--- src/rtl/tcc_loader_pkg.sv ---
// Shared types and constants for the program loader.
// LOADER_CHECKSUM_EN adds the CHECK state used for the trailing checksum byte.
package tcc_loader_pkg;

    localparam int unsigned BYTE_WIDTH  = 8;
    localparam int unsigned COUNT_WIDTH = 16;

    typedef enum logic [3:0] {
        StIdle,
        StHdrHi,
        StHdrLo,
        StDataHi,
        StDataLo,
        StWrite,
`ifdef LOADER_CHECKSUM_EN
        StCheck,
`endif
        StDone,
        StError
    } loader_state_t;

    // Largest word count that fits a memory of 2**aw words.
    function automatic logic [COUNT_WIDTH-1:0] max_word_count(input int unsigned aw);
        return COUNT_WIDTH'(1) << aw;
    endfunction

endpackage

--- src/rtl/loader_word_assembler.sv ---
// Holds the high byte of a pair and presents {HI, LO} with the incoming LO byte.
// Under LOADER_CHECKSUM_EN it also keeps the running XOR of accepted bytes.
module loader_word_assembler
    import tcc_loader_pkg::*;
(
    input  logic                    clock_in,
    input  logic                    reset_in,
    input  logic [BYTE_WIDTH-1:0]   byte_in,
    input  logic                    hi_load,
`ifdef LOADER_CHECKSUM_EN
    input  logic                    acc_clear,
    input  logic                    acc_load,
    output logic [BYTE_WIDTH-1:0]   checksum,
`endif
    output logic [2*BYTE_WIDTH-1:0] word
);

    logic [BYTE_WIDTH-1:0] hi_q;

    always_ff @(posedge clock_in or negedge reset_in) begin
        if (!reset_in) begin
            hi_q <= '0;
        end else if (hi_load) begin
            hi_q <= byte_in;
        end
    end

    // LO is taken straight from the stream so the word is ready on the LO transfer edge.
    assign word = {hi_q, byte_in};

`ifdef LOADER_CHECKSUM_EN
    logic [BYTE_WIDTH-1:0] acc_q;

    always_ff @(posedge clock_in or negedge reset_in) begin
        if (!reset_in) begin
            acc_q <= '0;
        end else if (acc_clear) begin
            acc_q <= '0;
        end else if (acc_load) begin
            acc_q <= acc_q ^ byte_in;
        end
    end

    assign checksum = acc_q;
`endif

endmodule

--- src/rtl/program_loader.sv ---
// Loads a byte-streamed program into instruction memory and holds the CPU in reset meanwhile.
// Define LOADER_CHECKSUM_EN to require and verify a trailing XOR checksum byte.
module program_loader
    import tcc_loader_pkg::*;
#(
    parameter int unsigned INSTRUCTION_WIDTH = 16,
    parameter int unsigned ADDRESS_WIDTH     = 11
) (
    input  logic                         clock_in,
    input  logic                         reset_in,
    input  logic                         start_in,
    input  logic [BYTE_WIDTH-1:0]        byte_in,
    input  logic                         byte_valid_in,
    output logic                         byte_ready_out,
    output logic [ADDRESS_WIDTH-1:0]     imem_address_out,
    output logic [INSTRUCTION_WIDTH-1:0] imem_data_out,
    output logic                         imem_wr_out,
    output logic                         cpu_hold_out,
    output logic                         busy_out,
    output logic                         done_out,
    output logic                         error_out
);

    localparam int unsigned CntW = ADDRESS_WIDTH + 1;
    localparam logic [COUNT_WIDTH-1:0] MaxCount = max_word_count(ADDRESS_WIDTH);
`ifdef LOADER_CHECKSUM_EN
    localparam loader_state_t TailState = StCheck;
`else
    localparam loader_state_t TailState = StDone;
`endif

    loader_state_t                state_q, state_d;
    logic [ADDRESS_WIDTH-1:0]     addr_q;
    logic [CntW-1:0]              remaining_q;
    logic                         byte_ready_q, imem_wr_q, cpu_hold_q, busy_q, done_q, error_q;
    logic [ADDRESS_WIDTH-1:0]     imem_address_q;
    logic [INSTRUCTION_WIDTH-1:0] imem_data_q;
    logic [2*BYTE_WIDTH-1:0]      word;
    logic                         transfer, start_load, hi_load, last_word;

    assign transfer   = byte_valid_in && byte_ready_q;
    assign start_load = start_in && (state_q inside {StIdle, StDone, StError});
    assign hi_load    = transfer && (state_q inside {StHdrHi, StDataHi});
    assign last_word  = (remaining_q == CntW'(1));

`ifdef LOADER_CHECKSUM_EN
    logic [BYTE_WIDTH-1:0] checksum;
    logic                  acc_load;

    assign acc_load = transfer && (state_q inside {StHdrHi, StHdrLo, StDataHi, StDataLo});
`endif

    loader_word_assembler u_assembler (
        .clock_in (clock_in),
        .reset_in (reset_in),
        .byte_in  (byte_in),
        .hi_load  (hi_load),
`ifdef LOADER_CHECKSUM_EN
        .acc_clear(start_load),
        .acc_load (acc_load),
        .checksum (checksum),
`endif
        .word     (word)
    );

    always_comb begin
        state_d = state_q;
        case (state_q)
            StIdle, StDone, StError: if (start_in) state_d = StHdrHi;
            StHdrHi:  if (transfer) state_d = StHdrLo;
            StHdrLo: begin
                if (transfer) begin
                    if (word > MaxCount)   state_d = StError;
                    else if (word == '0)   state_d = TailState;
                    else                   state_d = StDataHi;
                end
            end
            StDataHi: if (transfer) state_d = StDataLo;
            StDataLo: if (transfer) state_d = StWrite;
            StWrite:  state_d = last_word ? TailState : StDataHi;
`ifdef LOADER_CHECKSUM_EN
            StCheck:  if (transfer) state_d = (checksum == byte_in) ? StDone : StError;
`endif
            default:  state_d = StIdle;
        endcase
    end

    // Outputs are registered from the next state so they line up with state_q.
    always_ff @(posedge clock_in or negedge reset_in) begin
        if (!reset_in) begin
            state_q        <= StIdle;
            addr_q         <= '0;
            remaining_q    <= '0;
            byte_ready_q   <= 1'b0;
            imem_wr_q      <= 1'b0;
            cpu_hold_q     <= 1'b1;
            busy_q         <= 1'b0;
            done_q         <= 1'b0;
            error_q        <= 1'b0;
            imem_address_q <= '0;
            imem_data_q    <= '0;
        end else begin
            state_q      <= state_d;
            byte_ready_q <= state_d inside {StHdrHi, StHdrLo, StDataHi, StDataLo
`ifdef LOADER_CHECKSUM_EN
                                            , StCheck
`endif
                                            };
            imem_wr_q    <= (state_d == StWrite);
            cpu_hold_q   <= (state_d != StDone);
            busy_q       <= !(state_d inside {StIdle, StDone, StError});
            done_q       <= (state_d == StDone);
            error_q      <= (state_d == StError);

            if (start_load) begin
                addr_q      <= '0;
                remaining_q <= '0;
            end
            if (state_q == StHdrLo && transfer) begin
                remaining_q <= word[CntW-1:0];
            end
            if (state_q == StDataLo && transfer) begin
                imem_address_q <= addr_q;
                imem_data_q    <= word;
            end
            // Saturate on the final word so the address never wraps past the top.
            if (state_q == StWrite) begin
                remaining_q <= remaining_q - CntW'(1);
                if (!last_word) addr_q <= addr_q + ADDRESS_WIDTH'(1);
            end
        end
    end

    assign byte_ready_out   = byte_ready_q;
    assign imem_wr_out      = imem_wr_q;
    assign imem_address_out = imem_address_q;
    assign imem_data_out    = imem_data_q;
    assign cpu_hold_out     = cpu_hold_q;
    assign busy_out         = busy_q;
    assign done_out         = done_q;
    assign error_out        = error_q;

endmodule

--- config.mk ---
export PLATFORM = sky130hd
export DESIGN_NAME = program_loader
export DESIGN_NICKNAME = d
export VERILOG_FILES = /design/src/rtl/tcc_loader_pkg.sv /design/src/rtl/loader_word_assembler.sv /design/src/rtl/program_loader.sv
export SDC_FILE = /design/constraint.sdc
export NUM_CORES = 1
export LEC_CHECK = 0
export ABC_AREA = 1
export CAP_MARGIN = 25
export CORE_MARGIN = 2
export CORE_UTILIZATION = 45
export CTS_BUF_LIST = sky130_fd_sc_hd__clkbuf_4 sky130_fd_sc_hd__clkbuf_8 sky130_fd_sc_hd__clkbuf_16
export CTS_CLUSTER_DIAMETER = 120
export DETAILED_ROUTE_END_ITERATION = 10
export GPL_TIMING_DRIVEN = 0
export PLACE_DENSITY = 0.67
export SYNTH_ARGS = -nofsm -noshare
export SYNTH_HDL_FRONTEND = slang
export SYNTH_HIERARCHICAL = 1
export SYNTH_SLANG_ARGS = --single-unit
export TNS_END_PERCENT = 50
--- constraint.sdc ---
create_clock -name clock_in -period 2 [get_ports clock_in]
set_input_delay 0.4 -clock clock_in [delete_from_list [all_inputs] [get_ports clock_in]]
set_output_delay 0.4 -clock clock_in [all_outputs]
set_load 0.01 [all_outputs]
# Yosys cells after proc, flatten, opt, wreduce, memory -nomap -nowiden
# Index checks and enable logic that the tools add are counted.
totals:
  reg_bits: 68
  elab_cells: 61
  inputBits: 12
classes:
  n_eq_ne: 16
  reduce_logical: 15
  order_cmp: 1
  n_mux: 15
  addsub: 2
ops:
  columns: ["operator", "n"]
  rows:
  - ["12-bit two-way mux", 3]
  - ["11-bit two-way mux", 3]
  - ["4-bit by 3-bit == test with 1-bit output, second input constant", 8]
  - ["4-bit case mux with 6 select lines", 1]
  - ["4-bit two-way mux", 5]
  - ["4-bit by 2-bit == test with 1-bit output, second input constant", 4]
  - ["16-bit by 12-bit > comparator with 1-bit output, second input constant", 1]
  - ["16-bit logical NOT", 1]
  - ["12-bit by 1-bit == test with 1-bit output, second input constant", 1]
  - ["12-bit by 1-bit subtractor with 12-bit output, second input constant", 1]
  - ["11-bit by 1-bit adder with 11-bit output, second input constant", 1]
  - ["3-bit two-way mux", 3]
  - ["3-bit nonzero test", 3]
  - ["4-bit by 1-bit == test with 1-bit output, second input constant", 2]
  - ["4-bit logical NOT", 2]
  - ["1-bit logical AND", 5]
  - ["4-bit by 3-bit != test with 1-bit output, second input constant", 1]
  - ["4-bit nonzero test", 1]
  - ["3-bit OR reduction", 1]
  - ["2-bit nonzero test", 1]
  - ["1-bit logical NOT", 1]

# Longest topological paths before layout
depth:
  word_depth: 8
  ltp_mapped: 12

# Hierarchy
# Netlist, hierarchy kept.
by_module_without_submodules:
  columns: ["module", "cells_each", "n_inst", "seq_area_each_um2", "area_per_inst_um2"]
  rows:
  - ["program_loader", 379, 1, 1502.7, 2995.4]
  - ["loader_word_assembler", 42, 1, 200.2, 365.4]

# Worst setup path before layout
# No wires, ideal clock.
synth_path:
  path_kind: "flip-flop to flip-flop"
  from: "register remaining_q[1]"
  to: "register busy_q, in the netlist busy_out"
  stages_incl_launch_ff: 11
  arrival_time_ns: 1.368
  period_less_slack_ns: 1.489
  n_path_buf: 1
  setup_ns: 0.120
  slack_ns: 0.511
  cell_sequence: "dfrtp_1 > inv_1 > ha_1 > nand2_1 > nor2_2 > nand2_1 > nand2_2 > buf_6 > nand4_2 > nor2_1 > nor2_1"
synth_via:
  elab_chain_len: 6
  elab_cells_between_ends: 8
synth_lines:
  columns: ["item", "line", "text"]
  rows:
  - ["start: declaration", "program_loader.sv:34", "logic [CntW-1:0] remaining_q;"]
  - ["start signal: assignment", "program_loader.sv:120", "remaining_q <= word[CntW-1:0];"]
  - ["start signal: assignment", "program_loader.sv:128", "remaining_q <= remaining_q - CntW'(1);"]
  - ["12-bit by 1-bit == test with 1-bit output *", "program_loader.sv:44", "assign last_word = (remaining_q == CntW'(1));"]
  - ["3-bit two-way mux *", "program_loader.sv:80", "StWrite: state_d = last_word ? TailState : StDataHi;"]
  - ["4-bit case mux with 6 select lines *", "program_loader.sv:68", "case (state_q)"]
  - ["4-bit by 3-bit == test with 1-bit output / 4-bit logical NOT (equally long branches)", "program_loader.sv:111", "busy_q <= !(state_d inside {StIdle, StDone, StError});"]
  - ["3-bit nonzero test *", "program_loader.sv:111", null]
  - ["1-bit logical NOT *", "program_loader.sv:111", null]
  - ["end signal: assignment", "program_loader.sv:111", null]
  - ["end: declaration", "program_loader.sv:35", "logic byte_ready_q, imem_wr_q, cpu_hold_q, busy_q, done_q, error_q;"]
# Mark *: on every way between the ends. The rest lies on a longest branch, timed or not.
# A chain may end at the register's enable or synchronous reset.

# Worst setup path in the final report
layout_path:
  from: "input port byte_valid_in"
  to: "register remaining_q[3]"
layout_via:
  elab_chain_len: 4
  elab_cells_between_ends: 5
layout_lines:
  columns: ["item", "line", "text"]
  rows:
  - ["start: declaration", "program_loader.sv:13", "input logic byte_valid_in,"]
  - ["1-bit logical AND *", "program_loader.sv:41", "assign transfer = byte_valid_in && byte_ready_q;"]
  - ["1-bit logical AND *", "program_loader.sv:119", "if (state_q == StHdrLo && transfer) begin"]
  - ["12-bit two-way mux", "program_loader.sv:119", null]
  - ["12-bit two-way mux", "program_loader.sv:127", "if (state_q == StWrite) begin"]
# Marks and branches as above.

==> results.ini <==
[run_status]
status=completed

[grt]
grt_pass1_wl_mm=13.17
grt_start_max_net_pins=69
grt.total_usage=0.1990
grt_antenna_before_repair=0
grt-ovfl-total=0
grt_pass1_vias=2809

[cts]
cts_sinks=68
htree_levels=3
cts.repair.resized=0
cts_buffer_depth=2
clockRootBuffer=clkbuf_8
cts_setup_buffers=0
clk_pin_slew_ns=0.08
cts-buffers-inserted=9
tritoncts=yes
holdBufCountCts=0
clock_latency_ns=0.35

[routing]
drt_iter0_markers=138
vias_per_cell=5.009
wl_per_cell_um=13.17
firstDrtPassIters=4
drc=0
antenna_left=0
totalWireLength_mm=7.640
vias=2905

[cells_and_area]
final_cell_mix=nand2_1, dfrtp_1, clkdlybuf4s50_1
stdcell_area_um2=4144
num-nets-final=491
drive_above_1_share=0.1268
layout_commonest_cell=nand2_1
n_fill_cell=671
diodes=0
syn_to_final_growth_pct=23.31

[synthesis]
yosys_warnings=6
ys_ff_latch=68
synthCells=421
syn_area_um2=3361
syn_avg_cell_area_um2=7.983
synth_top_area_cell=dfrtp_1
synth.distinct_cells=40
syn_nets=436
seq_area_frac_synth=0.5067
synth.top_cell.area_share=0.4989
synthTopCellsByArea=dfrtp_1, nand2_1, nor2_1

[timing]
period_share=0.8932
finalSetupViolCount=0
rsz0062_at_grt=false
clock.fmax_mhz=559.8
slew_headroom=0.4287
period_minus_slack_ns=1.786
worst_pin_slew_ns=0.8570
slew_viol_final=0
hold_viol=0
fin_skew_ns=0.009337

[critical_path]
cp-start-kind=input pin
crit_path_max_fanout=8
worstSetupPathType=in2reg
worstSetupEndpointType=register
cp.arrival_ns=2.02
cp.required_ns=2.23
ff2ff_path_depth=10

[floorplanning]
coreArea_um2=7253
fp.dieH_um=90.42
rows=31
die_w_um=90.42
pin_count=45
start_util=0.4633
die-area_um2=8176

[placement]
gp_congestion=0.8858
hpwl_mm=5.367
placedInstanceArea_um2=3923
port_buffers=44

[power]
p_per_area_nw_per_um2=834.2
vdd_drop_max_mv=0.3061
leakagePower_uw=0.002087
p_total_uw=3457

[hold_path]
worstHoldPathType=in2async

[flow_run]
cap_violations=0

==> report_power, final <==
| part | switching, uW | leakage, uW | internal (uW) |
|---|---|---|---|
| clock network | 580 | 0.000106 | 708 |
| registers | 111 | 0.000930 | 1490 |
| logic | 338 | 0.00105 | 228 |
| total | 1030 | 0.00209 | 2430 |
==> through the flow <==
step / utilization / TNS, ns / worst slack, ns / cells / hold slack [ns]
floorplan: - / 0 / 0.5114 / 421 / 0.1044
global placement: 0.5411 / -118.72 / -1.754 / 564 / 0.4555
detailed placement: 0.5408 / -0.6495 / -0.1273 / 564 / 0.4627
CTS: 0.5713 / 0 / 0.1966 / 580 / 0.1873
global route: 0.5713 / 0 / 0.06359 / 580 / 0.2277
finish: 0.5713 / 0 / 0.2137 / 580 / 0.1473
==> layer usage <==
| layer | up-vias | GRT usage | part of all wire |
|---|---|---|---|
| met5 | - | 0 | 0 |
| met4 | 0 | 0.05641 | 0.016 |
| met3 | 14 | 0.04090 | 0.039 |
| met2 | 66 | 0.3233 | 0.47 |
| met1 | 1378 | 0.2718 | 0.47 |
| li1 | 1447 | - | - |
==> worst max-delay path, stage by stage <==
cell             delay [ns]
clkdlybuf4s50_1        0.46
nand2_1                0.13
inv_1                  0.16
nand2_1                0.10
nor2_2                 0.21
nor2_1                 0.08
nand2_2                0.17
inv_2                  0.09
a21oi_1                0.13
o21ai_1                0.08
==> synthesized netlist by cell type (all sizes together) <==
cell / n
nand2: 167
o21ai: 20
xnor2: 1
a31oi: 1
clkbuf: 3
dfstp: 1
a22o: 2
nor2: 41
o211ai: 5
a21oi: 9
and3: 1
ha: 3
dfrtp: 67
nor4: 1
a22oi: 2
nand3: 25
o22ai: 1
a21boi: 1
o311ai: 1
inv: 37
xor2: 4
a32oi: 1
buf: 15
nand4: 4
or2: 1
nand3b: 1
nor3b: 2
conb: 1
nor3: 3
==> cell type report <==
| class | instances | area, um2 | share of cell area |
|---|---|---|---|
| plain buffers | 18 | 125.1 | 0.03019 |
| clock buffers | 9 | 123.9 | 0.02989 |
| repair buffers | 44 | 437.9 | 0.1057 |
| well taps | 99 | 123.9 | 0.02989 |
| flip-flops and latches | 68 | 1703 | 0.4109 |
| multi-input cells | 298 | 1391 | 0.3357 |
| clock inverters | 7 | 97.59 | 0.02355 |
| inverters | 37 | 141.4 | 0.03412 |
==> state kept, by name, indices dropped and copies added (netlist names) <==
register / flops
state_q: 4
done_out: 1
byte_ready_out: 1
cpu_hold_out: 1
error_out: 1
addr_q: 11
imem_address_out: 11
busy_out: 1
u_assembler/hi_q: 8
imem_data_out: 16
imem_wr_out: 1
remaining_q: 12
==> worst paths after layout <==
check                                         end           start  slack (ns)
worst max-delay path               remaining_q[3]   byte_valid_in        0.21
worst min-delay path               remaining_q[4]        reset_in        0.15
worst max register to register           busy_out  remaining_q[1]        0.25
worst min register to register     remaining_q[1]  remaining_q[1]        0.48
max in group asynchronous       imem_data_out[14]        reset_in        1.28
min in group clock_in              remaining_q[1]  remaining_q[1]        0.48
==> cells by family after synthesis <==
family	synth area share
AOI/OAI and AO/OA	0.07521
DFF	0.5067
adders and majority gates	0.01117
buffers and inverters	0.07930
xor gates and xnor gates	0.01303
and+or+nand+nor	0.3135
other	0.001116
Note: power is estimated with default switching activity, not from simulation.
